## src/rtl/wb_forward_unit.sv

```systemverilog
// wb_forward_unit: writeback stage holding DEPTH in-flight register writes.
// Slot 0 is the youngest entry and slot DEPTH-1 the oldest. The oldest entry
// commits to the register file, pending results forward to both read ports,
// and the pipe freezes while the oldest entry waits on a memory load.
//
// Build option WB_FORWARD_EN:
//   defined   - ready pending results forward to fwd_d0/fwd_d1; only a
//               not-yet-ready youngest match raises fwd_hazard.
//   undefined - read ports pass rf_d0/rf_d1 straight through and any matching
//               pending write raises fwd_hazard.
//
// Handshake: the issue interface is accepted on a cycle with advance high,
// where advance = ~stall & ~stall_out acts as the ready; issue_valid &
// ~squash marks a real instruction, anything else enters as a bubble. With
// advance low nothing is accepted and the upstream must hold its request.
// The memory return (mem_rdy/mem_data) is valid-only with no back-pressure:
// it is consumed by the oldest waiting load, or dropped when none waits.

module wb_forward_unit #(
    parameter int XLEN  = 32,
    parameter int DEPTH = 2
) (
    input  logic            clk,
    input  logic            rst,
    input  logic            stall,
    input  logic            squash,
    input  logic            issue_valid,
    input  logic            issue_wr,
    input  logic [4:0]      issue_rd,
    input  logic [2:0]      issue_ld_code,
    input  logic [XLEN-1:0] alu_bits,
    input  logic [XLEN-1:0] imm,
    input  logic [XLEN-1:0] pc_step,
    input  logic [XLEN-1:0] pc_addval,
    input  logic            mem_rdy,
    input  logic [XLEN-1:0] mem_data,
    input  logic [4:0]      rs1,
    input  logic [4:0]      rs2,
    input  logic [XLEN-1:0] rf_d0,
    input  logic [XLEN-1:0] rf_d1,
    output logic [XLEN-1:0] fwd_d0,
    output logic [XLEN-1:0] fwd_d1,
    output logic            fwd_hazard,
    output logic            stall_out,
    output logic            wb_en,
    output logic [4:0]      wb_rd,
    output logic [XLEN-1:0] wb_data
);

    localparam int OLDEST = DEPTH - 1;

    // Slot storage
    logic [DEPTH-1:0] r_valid;
    logic [DEPTH-1:0] r_wr;
    logic [DEPTH-1:0] r_rdy;
    logic [DEPTH-1:0] r_is_mem;
    logic [4:0]       r_rd   [DEPTH];
    logic [XLEN-1:0]  r_data [DEPTH];

    // Next-state slot image
    logic [DEPTH-1:0] w_valid_n;
    logic [DEPTH-1:0] w_wr_n;
    logic [DEPTH-1:0] w_rdy_n;
    logic [DEPTH-1:0] w_is_mem_n;
    logic [4:0]       w_rd_n   [DEPTH];
    logic [XLEN-1:0]  w_data_n [DEPTH];

    // Control
    logic             w_stall_out;
    logic             w_advance;
    logic             w_iss_valid;
    logic             w_iss_rdy;
    logic             w_iss_is_mem;
    logic [XLEN-1:0]  w_iss_data;
    logic [DEPTH-1:0] w_fill_sel;
    logic [DEPTH-1:0] w_fill_post;

    // Forwarding match results
    logic             w_hit0;
    logic             w_hit1;
`ifdef WB_FORWARD_EN
    logic             w_hit_rdy0;
    logic             w_hit_rdy1;
    logic [XLEN-1:0]  w_hit_data0;
    logic [XLEN-1:0]  w_hit_data1;
`endif

    // The whole queue moves only when nobody freezes it and the oldest entry
    // is not blocked on memory.
    assign w_stall_out = r_valid[OLDEST] & ~r_rdy[OLDEST];
    assign w_advance   = ~stall & ~w_stall_out;
    assign w_iss_valid = issue_valid & ~squash;

    // Select the issuing instruction's result source from its load code.
    always_comb begin
        w_iss_data   = '0;
        w_iss_rdy    = 1'b1;
        w_iss_is_mem = 1'b0;
        case (issue_ld_code)
            3'b001: w_iss_data = alu_bits;
            3'b010: begin
                // Load data arrives later through the memory fill path.
                w_iss_data   = '0;
                w_iss_rdy    = 1'b0;
                w_iss_is_mem = 1'b1;
            end
            3'b011: w_iss_data = imm;
            3'b100: w_iss_data = pc_step;
            3'b101: w_iss_data = pc_addval;
            default: w_iss_data = pc_step;
        endcase
    end

    // Pick the oldest slot still waiting on load data as the fill target.
    always_comb begin
        logic found;
        found      = 1'b0;
        w_fill_sel = '0;
        for (int i = DEPTH - 1; i >= 0; i--) begin
            if (mem_rdy && !found && r_valid[i] && r_is_mem[i] && !r_rdy[i]) begin
                w_fill_sel[i] = 1'b1;
                found         = 1'b1;
            end
        end
    end

    // Move the fill target to where that entry lives after this edge's shift.
    // The oldest slot cannot be a target while advancing, since a waiting
    // oldest load holds stall_out high.
    always_comb begin
        w_fill_post = '0;
        if (w_advance) begin
            for (int j = 1; j < DEPTH; j++) begin
                w_fill_post[j] = w_fill_sel[j-1];
            end
        end else begin
            w_fill_post = w_fill_sel;
        end
    end

    // Build the next slot image: hold, or shift toward the oldest slot and
    // load slot 0, then merge any memory fill.
    always_comb begin
        w_valid_n  = r_valid;
        w_wr_n     = r_wr;
        w_rdy_n    = r_rdy;
        w_is_mem_n = r_is_mem;
        for (int i = 0; i < DEPTH; i++) begin
            w_rd_n[i]   = r_rd[i];
            w_data_n[i] = r_data[i];
        end

        if (w_advance) begin
            for (int i = DEPTH - 1; i >= 1; i--) begin
                w_valid_n[i]  = r_valid[i-1];
                w_wr_n[i]     = r_wr[i-1];
                w_rdy_n[i]    = r_rdy[i-1];
                w_is_mem_n[i] = r_is_mem[i-1];
                w_rd_n[i]     = r_rd[i-1];
                w_data_n[i]   = r_data[i-1];
            end
            w_valid_n[0]  = w_iss_valid;
            w_wr_n[0]     = w_iss_valid & issue_wr;
            w_rdy_n[0]    = w_iss_valid & w_iss_rdy;
            w_is_mem_n[0] = w_iss_valid & w_iss_is_mem;
            w_rd_n[0]     = w_iss_valid ? issue_rd : 5'd0;
            w_data_n[0]   = w_iss_valid ? w_iss_data : '0;
        end

        for (int j = 0; j < DEPTH; j++) begin
            if (w_fill_post[j]) begin
                w_rdy_n[j]  = 1'b1;
                w_data_n[j] = mem_data;
            end
        end
    end

    // Slot registers; reset empties the queue and drops pending loads.
    always_ff @(posedge clk) begin
        if (rst) begin
            r_valid  <= '0;
            r_wr     <= '0;
            r_rdy    <= '0;
            r_is_mem <= '0;
            for (int i = 0; i < DEPTH; i++) begin
                r_rd[i]   <= 5'd0;
                r_data[i] <= '0;
            end
        end else begin
            r_valid  <= w_valid_n;
            r_wr     <= w_wr_n;
            r_rdy    <= w_rdy_n;
            r_is_mem <= w_is_mem_n;
            for (int i = 0; i < DEPTH; i++) begin
                r_rd[i]   <= w_rd_n[i];
                r_data[i] <= w_data_n[i];
            end
        end
    end

    // Commit: the oldest entry writes once, on the edge that shifts it out.
    assign stall_out = w_stall_out;
    assign wb_en     = w_advance & r_valid[OLDEST] & r_wr[OLDEST] &
                       r_rdy[OLDEST] & (r_rd[OLDEST] != 5'd0);
    assign wb_rd     = r_valid[OLDEST] ? r_rd[OLDEST] : 5'd0;
    assign wb_data   = r_valid[OLDEST] ? r_data[OLDEST] : '0;

    // Find the youngest pending write to each read address; x0 never matches.
    always_comb begin
        w_hit0 = 1'b0;
        w_hit1 = 1'b0;
`ifdef WB_FORWARD_EN
        w_hit_rdy0  = 1'b0;
        w_hit_rdy1  = 1'b0;
        w_hit_data0 = '0;
        w_hit_data1 = '0;
`endif
        // Walk oldest to youngest so the youngest match is the one kept.
        for (int i = DEPTH - 1; i >= 0; i--) begin
            if (r_valid[i] && r_wr[i] && (r_rd[i] == rs1) && (rs1 != 5'd0)) begin
                w_hit0 = 1'b1;
`ifdef WB_FORWARD_EN
                w_hit_rdy0  = r_rdy[i];
                w_hit_data0 = r_data[i];
`endif
            end
            if (r_valid[i] && r_wr[i] && (r_rd[i] == rs2) && (rs2 != 5'd0)) begin
                w_hit1 = 1'b1;
`ifdef WB_FORWARD_EN
                w_hit_rdy1  = r_rdy[i];
                w_hit_data1 = r_data[i];
`endif
            end
        end
    end

    // Drive operand data and the hazard flag from the match results.
    always_comb begin
`ifdef WB_FORWARD_EN
        fwd_d0     = (w_hit0 && w_hit_rdy0) ? w_hit_data0 : rf_d0;
        fwd_d1     = (w_hit1 && w_hit_rdy1) ? w_hit_data1 : rf_d1;
        fwd_hazard = (w_hit0 & ~w_hit_rdy0) | (w_hit1 & ~w_hit_rdy1);
`else
        fwd_d0     = rf_d0;
        fwd_d1     = rf_d1;
        fwd_hazard = w_hit0 | w_hit1;
`endif
    end

endmodule

```

## config.mk

```make
export PLATFORM = sky130hd
export DESIGN_NAME = wb_forward_unit
export DESIGN_NICKNAME = d
export VERILOG_FILES = /design/src/rtl/wb_forward_unit.sv
export SDC_FILE = /design/constraint.sdc
export NUM_CORES = 1
export LEC_CHECK = 0
export BUFFER_PORTS_ARGS = -buffer_cell sky130_fd_sc_hd__buf_2
export CAP_MARGIN = 30
export CORE_AREA = 2 2 138 140
export CTS_CLUSTER_SIZE = 16
export DETAILED_ROUTE_END_ITERATION = 7
export DIE_AREA = 0 0 140 142
export PLACE_DENSITY = 0.72
export RECOVER_POWER = 100
export REMOVE_ABC_BUFFERS = 1
export SYNTH_ARGS = -nofsm -noshare
export SYNTH_HDL_FRONTEND = slang
export SYNTH_SLANG_ARGS = --single-unit
```

## constraint.sdc

```tcl
create_clock -name clk -period 1.55 [get_ports clk]
set_input_delay 0.0775 -clock clk [delete_from_list [all_inputs] [get_ports clk]]
set_output_delay 0.0775 -clock clk [all_outputs]
set_load 0.005 [all_outputs]
```

==> impl_metrics.py <==
metrics = {
    "worst_setup_path": {
        "r2r_cells": 8,
        "startpoint": "r_rdy[1]",
        "crit_type": "flip-flop to flip-flop",
        "worst-path-max-fanout": 6,
        "crit_required_ns": 1.82,
        "end_kind": "flip-flop",
        "crit_arrival_ns": 1.95,
        "startpoint_type": "flip-flop",
        "reg2reg_from": "r_rdy[1]",
    },
    "drt": {
        "vias_per_cell": 5.20,
        "met3_length_mm": 4.12,
        "met1_length_mm": 9.99,
        "first_pass_iters": 8,
        "antenna_left": 0,
        "drc": 19,
        "routed.top_layer": "met5",
        "routed_wl_mm": 24.4,
        "wl_met2_mm": 9.79,
        "wl_per_cell_microns": 21.8,
        "dr_total_vias": 5825,
        "drt-initial-drc-count": 379,
    },
    "logic_synthesis": {
        "syn_inst": 720,
        "synth_flop_cell": "dfxtp_1",
        "synth_edf_count": 0,
        "synth.yosys.seq_area_share_pct": 28.9,
        "synth_cell_types": 36,
        "yosysWarnings": 0,
        "ys_ff_latch": 82,
        "syn_area_sq_um": 5680,
        "async_reset_ff_share_pct": 0,
        "postSynthAreaPerCell_sq_um": 7.89,
    },
    "placed_design": {
        "placed_area_sq_um": 6740,
        "gp_congestion": 0.882,
        "io_buffers": 224,
        "numPlacedInstances": 1086,
        "dpl.hpwl_mm": 17.7,
    },
    "timing": {
        "slew_violations": 0,
        "slew_headroom_pct": 37.5,
        "worst_slew_pin_slew_ns": 0.935,
        "rsz0062_at_grt": "true",
        "finalCritPeriodShare_pct": 109,
        "setup_ws_ns": -0.134,
        "setup_viol": 33,
        "finalCriticalPeriod_ns": 1.68,
        "holdWs_ns": 0.0141,
        "max_freq_mhz": 594,
        "hold_viol": 0,
        "skew_ns": 0.0123,
    },
    "floorplanning": {
        "die-area_sq_um": 19900,
        "core_sq_um": 18500,
        "fp-row-count": 50,
        "die_h_microns": 142,
        "ios": 353,
        "start_util_pct": 30.8,
        "die_width_microns": 140,
    },
    "clock_network": {
        "clk_pin_slew_ns": 0.06,
        "clockRootBuffer": "clkbuf_16",
        "clock_latency_ns": 0.35,
        "cts_tree": "done",
        "cts_buffers": 9,
        "htree_levels": 3,
        "clockBufferDepth": 2,
        "cts.sinks": 82,
    },
    "pwr": {
        "sequentialPowerShare_pct": 38.9,
        "leakage_nw": 3.31,
        "swShare_pct": 26.9,
        "p_per_area_nw_per_um2": 791,
        "ir_worst_vdd_uv": 560,
        "total_power_mw": 5.91,
        "intPower_mw": 4.32,
        "p_sw_mw": 1.59,
        "clkPwrFrac_pct": 40.3,
        "combPwrFrac_pct": 20.8,
    },
    "finish": {
        "fillers": 1886,
        "regArea_sq_um": 1650,
        "post-route-util_pct": 40.5,
        "layout_common_cells": "buf_2, nor2_1, dfxtp_1",
        "area_delta_synth_final_pct": 31.6,
        "final_cell_area_sq_um": 7470,
        "drive_gt1_share_pct": 38.9,
        "fin_cells": 1120,
        "insertedDiodeCount": 0,
        "layout_commonest_cell": "buf_2",
        "nets": 1130,
        "multiInputGateArea_sq_um": 3310,
    },
    "flow_run": {
        "maxCapViolations": 0,
    },
    "global_routing": {
        "grt_remaining_overflow": 0,
        "grt_max_degree": 83,
        "grt_first_pass_wirelength_mm": 34.3,
        "grt_pass1_vias": 5493,
        "grt_use_total_pct": 23.2,
        "antenna_found_initial": 0,
    },
    "status": {
        "outcome": "finished, violations left",
        "violations": "design-rule violations, negative setup slack",
    },
    "min_path": {
        "hp-class": "input pin to flip-flop",
        "hold_depth": 3,
        "hp-start": "issue_rd[3]",
    },
}
## registers in the layout, indices dropped and copies added, names as in the netlist
signal    count
r_data       64
r_rd         10
r_is_mem      2
r_rdy         2
r_valid       2
r_wr          2
## cell families after synthesis
family	after synthesis	share of synthesized area, %
compound gates	201	25.2
xor+xnor	20	3.08
buf+inv	157	15.4
flops	82	28.9
mux	46	8.11
simple gates	214	19.3
## synthesized netlist by cell type (all sizes together) (2+ instances only)
| library cell | n | area [sq um] |
|---|---|---|
| or4 | 2 | 15.0 |
| nand2b | 3 | 18.8 |
| o22ai | 2 | 12.5 |
| o21ai | 67 | 335 |
| nor3 | 4 | 20.0 |
| nor2b | 3 | 18.8 |
| nor4 | 20 | 188 |
| and2 | 37 | 231 |
| xnor2 | 10 | 87.6 |
| xor2 | 10 | 87.6 |
| nand4b | 2 | 17.5 |
| clkbuf | 33 | 124 |
| mux2i | 46 | 460 |
| a41oi | 2 | 17.5 |
| nand3 | 6 | 30.0 |
| a22oi | 33 | 248 |
| nand2 | 26 | 97.6 |
| nand4 | 2 | 12.5 |
| nor2 | 107 | 429 |
| a21oi | 16 | 80.1 |
| dfxtp | 82 | 1640 |
| inv | 32 | 120 |
| a211o | 32 | 280 |
| buf | 92 | 632 |
| a211oi | 47 | 443 |
## area by class of cell
cell class	instances	area share (%)
Tap cell	234	3.92
Multi-Input combinational cell	481	44.3
Inverter	32	1.61
Timing Repair Buffer	275	23.6
Sequential cell	82	22.1
Clock inverter	4	0.988
Clock buffer	12	3.43
## repair_timing
action,4_1_cts,5_1_grt
endpoints found under the setup margin,53,59
gates cloned,2,4
pin swaps,5,7
endpoints found under the hold margin,4,0
resized for setup,27,31
hold buffers,4,0
setup buffers,4,4
## worst max-delay path: stages, from the launching register on
cell      delay, ns
dfxtp_2        0.33
nand4b_1       0.17
clkbuf_2       0.16
o21ai_4        0.08
o21ai_4        0.09
buf_12         0.17
buf_12         0.13
a211o_1        0.26
a211oi_2       0.21
## through the flow
stage | worst slack [ns] | setup TNS (ns)
finish | -0.134 | -2.64
floorplan | -2.52 | -125.04
global route | -0.263 | -5.56
detailed placement | -0.0820 | -0.792
CTS | -0.129 | -0.665
global placement | 0.00254 | 0
## power groups by stage
stage	clock network (mW)	registers [mW]	logic [mW]
CTS	2.44	2.30	1.16
global placement	0	2.34	1.09
floorplan	0	2.33	0.521
finish	2.38	2.30	1.23
detailed placement	0	2.34	1.11
global route	2.52	2.31	1.34
## per-layer routing
| layer | GRT usage (%) | vias up |
|---|---|---|
| met2 | 32.9 | 344 |
| met1 | 27.4 | 2678 |
| met3 | 17.5 | 27 |
| met5 | 6.77 | - |
| li1 | - | 2772 |
| met4 | 4.94 | 4 |
## final timing paths
check	to	slack (ns)
worst max-delay path	r_data[0][12]	-0.13
worst min-delay path	r_rd[0][3]	0.01
worst max register to register	r_data[0][12]	-0.13
worst min register to register	r_is_mem[1]	0.48
Power figures use the tool's default switching activity.
